## config.mk

```make
export PLATFORM = sky130hd
export DESIGN_NAME = counter_ctrl
export DESIGN_NICKNAME = d
export VERILOG_FILES = /design/src/rtl/ctrl_pkg.sv /design/src/rtl/btn_debounce.sv /design/src/rtl/counter_ctrl.sv
export SDC_FILE = /design/constraint.sdc
export NUM_CORES = 1
export LEC_CHECK = 0
export BUFFER_PORTS_ARGS = -buffer_cell sky130_fd_sc_hd__buf_2
export CAP_MARGIN = 10
export CORE_MARGIN = 1
export CORE_UTILIZATION = 50
export DETAILED_ROUTE_END_ITERATION = 10
export PLACE_DENSITY = 0.65
export SLEW_MARGIN = 20
export SYNTH_ARGS = -nofsm -noshare
export SYNTH_HDL_FRONTEND = slang
export SYNTH_SLANG_ARGS = --single-unit
```

## constraint.sdc

```tcl
create_clock -name clk -period 1.8 [get_ports clk]
set_input_delay 0.36 -clock clk [delete_from_list [all_inputs] [get_ports clk]]
set_output_delay 0.36 -clock clk [all_outputs]
set_load 0.05 [all_outputs]
```

## src/rtl/ctrl_pkg.sv

```systemverilog
`default_nettype none
// ============================================================================
// Module   : ctrl_pkg
// Purpose  : Shared FSM encodings and mode constants for the counter control
//            front-end.
// Revision : 1.0 - initial release
// ============================================================================
package ctrl_pkg;

    typedef enum logic [1:0] {
        ST_RELEASED   = 2'd0,
        ST_PRESS_DB   = 2'd1,
        ST_PRESSED    = 2'd2,
        ST_RELEASE_DB = 2'd3
    } db_state_e;

    localparam logic MODE_UP = 1'b1;
    localparam logic MODE_DN = 1'b0;

endpackage
`default_nettype wire

```

## src/rtl/btn_debounce.sv

```systemverilog
`default_nettype none
// ============================================================================
// Module   : btn_debounce
// Purpose  : Two-flop synchronizer, debounce counter and press/release FSM;
//            emits the debounced level and a one-cycle press pulse.
// Revision : 1.0 - initial release
// ============================================================================
module btn_debounce
    import ctrl_pkg::*;
#(
    parameter int DB_CYCLES = 8
) (
    input  logic clk,
    input  logic reset,
    input  logic btn,
    output logic btn_db,
    output logic press
);

    localparam int            DW      = $clog2(DB_CYCLES + 1);
    localparam logic [DW-1:0] DB_LAST = DW'(DB_CYCLES - 1);

    logic          s1_q, s1_d;
    logic          s2_q, s2_d;
    logic [DW-1:0] cnt_q, cnt_d;
    logic          btn_db_q, btn_db_d;
    db_state_e     state_q, state_d;
    logic          db_done;

    always_ff @(posedge clk) begin
        if (reset) begin
            s1_q     <= 1'b0;
            s2_q     <= 1'b0;
            cnt_q    <= '0;
            btn_db_q <= 1'b0;
            state_q  <= ST_RELEASED;
        end else begin
            s1_q     <= s1_d;
            s2_q     <= s2_d;
            cnt_q    <= cnt_d;
            btn_db_q <= btn_db_d;
            state_q  <= state_d;
        end
    end

    always_comb begin
        s1_d     = btn;
        s2_d     = s1_q;
        cnt_d    = '0;
        btn_db_d = btn_db_q;
        db_done  = (s2_q != btn_db_q) && (cnt_q == DB_LAST);
        if (s2_q != btn_db_q) begin
            if (db_done) begin
                btn_db_d = s2_q;
            end else begin
                cnt_d = cnt_q + DW'(1);
            end
        end
    end

    // With DB_CYCLES == 1 debounce can finish while still in a settled state,
    // so the settled states may jump straight across.
    always_comb begin
        state_d = state_q;
        case (state_q)
            ST_RELEASED: begin
                if (s2_q) state_d = db_done ? ST_PRESSED : ST_PRESS_DB;
            end
            ST_PRESS_DB: begin
                if (db_done)    state_d = ST_PRESSED;
                else if (!s2_q) state_d = ST_RELEASED;
            end
            ST_PRESSED: begin
                if (!s2_q) state_d = db_done ? ST_RELEASED : ST_RELEASE_DB;
            end
            ST_RELEASE_DB: begin
                if (db_done)   state_d = ST_RELEASED;
                else if (s2_q) state_d = ST_PRESSED;
            end
            default: state_d = ST_RELEASED;
        endcase
    end

    assign press  = ((state_q == ST_RELEASED) || (state_q == ST_PRESS_DB)) &&
                    (state_d == ST_PRESSED);
    assign btn_db = btn_db_q;

endmodule
`default_nettype wire

```

## src/rtl/counter_ctrl.sv

```systemverilog
`default_nettype none
// ============================================================================
// Module   : counter_ctrl
// Purpose  : Tick prescaler and debounced direction toggle driving a mod-N
//            up/down counter.
// Revision : 1.0 - initial release
// ============================================================================
module counter_ctrl
    import ctrl_pkg::*;
#(
    parameter int   TICK_DIV   = 50,
    parameter int   DB_CYCLES  = 8,
    parameter logic MODE_RESET = MODE_UP
) (
    input  logic clk,
    input  logic reset,
    input  logic en,
    input  logic btn,
    output logic tick,
    output logic mode,
    output logic mode_chg,
    output logic btn_db
);

    localparam int            PW      = $clog2(TICK_DIV);
    localparam logic [PW-1:0] PS_LAST = PW'(TICK_DIV - 1);

    logic [PW-1:0] ps_q, ps_d;
    logic          tick_q, tick_d;
    logic          mode_q, mode_d;
    logic          mode_chg_q, mode_chg_d;
    logic          press;

    btn_debounce #(
        .DB_CYCLES (DB_CYCLES)
    ) u_btn_debounce (
        .clk    (clk),
        .reset  (reset),
        .btn    (btn),
        .btn_db (btn_db),
        .press  (press)
    );

    always_ff @(posedge clk) begin
        if (reset) begin
            ps_q       <= '0;
            tick_q     <= 1'b0;
            mode_q     <= MODE_RESET;
            mode_chg_q <= 1'b0;
        end else begin
            ps_q       <= ps_d;
            tick_q     <= tick_d;
            mode_q     <= mode_d;
            mode_chg_q <= mode_chg_d;
        end
    end

    // A toggle restarts the tick period and swallows a coincident tick, so
    // the first tick in the new direction is a full period away.
    always_comb begin
        ps_d       = ps_q;
        tick_d     = 1'b0;
        mode_d     = mode_q;
        mode_chg_d = press;
        if (press) begin
            ps_d   = '0;
            mode_d = (mode_q == MODE_UP) ? MODE_DN : MODE_UP;
        end else if (en) begin
            if (ps_q == PS_LAST) begin
                ps_d   = '0;
                tick_d = 1'b1;
            end else begin
                ps_d = ps_q + PW'(1);
            end
        end
    end

    assign tick     = tick_q;
    assign mode     = mode_q;
    assign mode_chg = mode_chg_q;

endmodule
`default_nettype wire

```

**Word-level counts from Yosys, hierarchy flattened**

Index checks and enable logic that the tools add are counted.

- Add/subtract/negate cells: 2
- Equal/unequal tests: 7
- Multiplexer cells: 12
- Bitwise gates (word level): 2
- Reduce and logical (&&, ||, !) cells: 8

Operators with widths:

| kind | count |
|---|---|
| 2-bit two-way mux | 8 |
| 2-bit one-hot mux with 4 select lines | 1 |
| 6-bit by 1-bit adder with 6-bit output (second input constant) | 1 |
| 2-bit == test (second input constant) | 3 |
| 6-bit == test (second input constant) | 1 |
| 6-bit two-way mux | 1 |
| 3-bit OR reduction | 2 |
| 4-bit by 1-bit adder with 4-bit output (second input constant) | 1 |
| 4-bit by 3-bit == test with 1-bit output (second input constant) | 1 |
| 2-bit by 1-bit == test with 1-bit output (second input constant) | 1 |
| 1-bit logical AND | 2 |
| 2-bit zero test | 1 |
| 1-bit two-way mux | 2 |
| 1-bit NOT | 2 |
| 2-bit AND reduction | 1 |
| 2-bit OR reduction | 1 |
| 1-bit logical OR | 1 |
| 1-bit inequality test | 1 |

- Bits in registers: 18
- Input port bits: 4
- Output and inout bits: 4
- Logic and storage cells: 40

**Longest topological paths before layout**

- Depth in word-level cells: 8
- Mapped depth: 5
- Mapped depth without buffers: 5

**By module**

A second synthesis with hierarchy kept.

- Cell total of the unflattened synthesis: 84
- Area total of the unflattened synthesis: 832.0 um^2

By module, submodules not included:

| module | times used | cells an instance | area each (um^2) | seq. area each (um^2) |
|---|---|---|---|---|
| btn_debounce | 1 | 44 | 419.2 | 180.2 |
| counter_ctrl | 1 | 40 | 412.9 | 180.2 |

**Worst setup path after synthesis**

Ideal clock, no wire load.

- Path kind: reg2reg
- Start point: register u_btn_debounce.btn_db_q (netlist: u_btn_debounce.btn_db)
- End point: register ps_q[0]
- Setup time: 0.136 ns
- Data arrival time: 1.509 ns
- Data required time: 1.664 ns
- Slack: 0.155 ns
- Stages on the path, launching flop included: 4
- Path buffers: 0
- Clock period less this slack: 1.645 ns
- Cells stage by stage: dfxtp_1 -> xnor2_2 -> o41ai_4 -> nor3_1

- Word-level cells in the longest chain between the ends: 8
- Elaborated cells on any way between the ends: 12
- Those cells by class: eq/ne (2); mux (7); reduce/logical (3)

RTL lines:

| element | line | source |
|---|---|---|
| start: declaration | btn_debounce.sv:26 | `logic btn_db_q, btn_db_d;` |
| start signal: assignment | btn_debounce.sv:41 | `btn_db_q <= btn_db_d;` |
| 1-bit inequality test * | btn_debounce.sv:51 | `db_done = (s2_q != btn_db_q) && (cnt_q == DB_LAST);` |
| 1-bit logical AND * | btn_debounce.sv:51 |  |
| 2-bit two-way mux, on equally long branches (2 in series) | btn_debounce.sv:74, btn_debounce.sv:67 |  |
| 2-bit one-hot mux with 4 select lines * | btn_debounce.sv:65 | `case (state_q)` |
| 2-bit == test * | btn_debounce.sv:85 | `(state_d == ST_PRESSED);` |
| 1-bit logical AND * | btn_debounce.sv:84 | `assign press = ((state_q == ST_RELEASED) \|\| (state_q == ST_PRESS_DB)) &&` |
| 2-bit OR reduction (no source line) * | -- |  |
| end signal: assignment | counter_ctrl.sv:51 | `ps_q <= ps_d;` |
| end: declaration | counter_ctrl.sv:28 | `logic [PW-1:0] ps_q, ps_d;` |

Mark *: on every way between the ends. The rest lies on a longest branch, timed or not.
A chain may end at the register's enable or synchronous reset.

**Worst setup path in the final report**

- Start point: register u_btn_debounce.cnt_q[0]
- End point: register ps_q[3]

- Word-level cells in the longest chain between the ends: 8
- Elaborated cells on any way between the ends: 12
- Those cells by class: eq/ne (2); mux (7); reduce/logical (3)

RTL lines:

| element | line | source |
|---|---|---|
| start: declaration | btn_debounce.sv:25 | `logic [DW-1:0] cnt_q, cnt_d;` |
| start signal: assignment | btn_debounce.sv:40 | `cnt_q <= cnt_d;` |
| 4-bit by 3-bit == test with 1-bit output * | btn_debounce.sv:51 |  |
| 1-bit logical AND * | btn_debounce.sv:51 |  |
| 2-bit two-way mux, on equally long branches (2 in series) | btn_debounce.sv:74, btn_debounce.sv:67 |  |
| 2-bit one-hot mux with 4 select lines * | btn_debounce.sv:65 |  |
| 2-bit == test * | btn_debounce.sv:85 |  |
| 1-bit logical AND * | btn_debounce.sv:84 |  |
| 2-bit OR reduction (no source line) * | -- |  |

Marks and branches as above.

==> impl_metrics.yaml <==
outcome:
  status: "finished clean"
pwr:
  powerDensity_nw_per_um2: 791
  cellInternalPower_mw: 0.548
  p_leak_nw: 0.340
  p_sw_mw: 0.161
  swShare_pct: 22.7
  vdd_ir_drop_max_mv: 0.664
  total_power_mw: 0.709
  power.share.sequential_pct: 58.6
  power_frac_clock_pct: 35.5
  p_comb_share_pct: 5.8
clock_network:
  cts_sinks: 18
  cts-buffers-inserted: 3
  h-tree-depth: 1
  cts.clk_slew.worst_paths_ns: 0.10
  worstSkewPairLatency_ns: 0.30
  cts_resized: 0
  clk_path_buf_depth: 2
  cts_tree: "done"
  cts_setup_buffers: 0
  ctsHoldBuffers: 0
  root_buffer: "clkbuf_4"
floorplanning:
  start_util_pct: 54.0
  die_x_um: 42.3
  fp.dieH_um: 42.3
  dieArea_um2: 1790
  fp-row-count: 14
  pin_count: 8
  core-area_um2: 1510
drt:
  wl_per_cell_um: 11.7
  dr_total_vias: 570
  drtPass1Iterations: 4
  wirelength_mm: 1.20
  antenna_left: 0
  first_iter_violations: 8
  drc: 0
  via_per_inst: 5.53
logic_synthesis:
  netlist_instances: 78
  netlist_area_um2: 813
  ys_seq_area_share_pct: 44.3
  synth_warnings: 0
  syn_nets: 85
  synth_edf_count: 0
  postSynth.asyncResetShare_pct: 0
  yosysTopAreaCellShare_pct: 44.3
  synth_area_per_cell_um2: 10.4
  synth_top_cell_by_area: "dfxtp_1"
  ys_types: 31
  synth_area_leaders: "dfxtp_1 (44%), ha_1 (4.6%), o41ai_4 (3.4%)"
  ys_ff_latch: 18
  synth.most_common_cell: "dfxtp_1"
  ys_top_cells_by_count: "dfxtp_1 (18), nor2_1 (5), nor3_1 (5)"
  ys.flop_type: "dfxtp_1"
global_routing:
  grt_pass1_wl_mm: 1.95
  grt_use_total_pct: 14.6
  grt_start_max_net_pins: 13
  antenna_found_initial: 0
  grt_overflow: 0
  grt_pass1_vias: 489
timing:
  hold_violations: 0
  fmax_mhz: 674
  final_max_slew_viol_count: 0
  setup_tns_ns: 0
  rsz0062_at_grt: "no"
  layout_setup_ws_ns: 0.317
  fin_hold_ws_ns: 0.270
  period_needed_ns: 1.48
  relSlewSlack_pct: 66.6
  worstMarginPinSlew_ns: 0.499
  finalSetupViolations: 0
  timing.final.crit_share_pct: 82.4
  fin_skew_ns: 0.00310
worst_setup_path:
  start_kind: "flop"
  critPathArrivalTime_ns: 1.66
  critPathMaxFanout: 6
  cp.required_ns: 1.97
  crit_type: "reg -> reg"
  cp-end-kind: "flop"
  r2r_slack_ns: 0.32
placed_design:
  place_congestion: 0.767
  place_hpwl_um: 860
  portBuffers: 7
  pre_cts_ws_ns: 0.319
cells_and_area:
  final.fill_count: 141
  final_nets: 95
  diodes: 0
  syn2layout_area_growth_pct: 10.3
  drive_above_1_share_pct: 21.8
job:
  maxCapViolations: 0
worst_hold_path:
  min_path_type: "in -> reg"
## registers in the layout, summed over array words and instances (netlist names)
| signal | count |
|---|---|
| mode | 1 |
| mode_chg | 1 |
| ps_q | 6 |
| tick | 1 |
| u_btn_debounce.btn_db | 1 |
| u_btn_debounce.cnt_q | 4 |
| u_btn_debounce.s1_q | 1 |
| u_btn_debounce.s2_q | 1 |
| u_btn_debounce.state_q | 2 |
## worst max-delay path: stages, from the launching register on
cell	delay [ns]
dfxtp_1	0.37
ha_1	0.19
nand3b_1	0.21
o41ai_4	0.47
nor3_1	0.11
## kinds of logic after synthesis
group           after synthesis  synth area share [%]
xor+xnor                      7                  8.46
mux                           2                  2.46
buf+inv                       6                  3.23
fa+ha+maj                     3                  4.62
simple gates                 32                  24.8
flops                        18                  44.3
compound gates               10                  12.2
## power by group through the flow
| stage | Clock [mW] | Combinational (mW) | Sequential (mW) |
|---|---|---|---|
| floorplan | 0 | 0.0346 | 0.423 |
| global placement | 0 | 0.0409 | 0.425 |
| detailed placement | 0 | 0.0419 | 0.425 |
| CTS | 0.257 | 0.0419 | 0.416 |
| global route | 0.270 | 0.0470 | 0.418 |
| finish | 0.252 | 0.0413 | 0.416 |
## path summary, 6_finish.rpt
path / depth (start not counted) / to / startpoint
setup reg to reg: 4 / ps_q[3] / u_btn_debounce.cnt_q[0]
hold reg to reg: 1 / u_btn_debounce.s2_q / u_btn_debounce.s1_q
hold / removal: 2 / u_btn_debounce.s1_q / btn
setup / recovery: 4 / ps_q[3] / u_btn_debounce.cnt_q[0]
## metal layers
metal / up-vias / wire length [um] / global-route usage [%]
met2: 11 / 501 / 22.8
met5: - / 0 / 0
met4: 0 / 14 / 7.50
li1: 297 / - / -
met3: 2 / 41 / 3.88
met1: 260 / 641 / 18.4
## placed cells by master, fill, tap and decap left out, types with 4 or more instances in the layout
cell     instances
nor2b_1          4
dfxtp_1         18
buf_2            7
nor2_1           5
nand2_1          4
nor3_1           5
## cell type report
cell class	instances	area [um^2]	area share, %
flip-flops and latches	18	360	40.2
well taps	16	20.0	2.23
inverters	3	11.3	1.26
multi-input cells	54	427	47.6
repair buffers	8	42.5	4.74
clock buffers	4	36.3	4.04
## stage by stage
step	util, %	instance area (um^2)	cells
3_5_place_dp	57.1	861	99
6_report	59.6	897	103
2_1_floorplan	-	813	78
4_1_cts	59.6	897	103
5_1_grt	59.6	897	103
3_3_place_gp	57.1	861	99
Power figures use the tool's default switching activity.
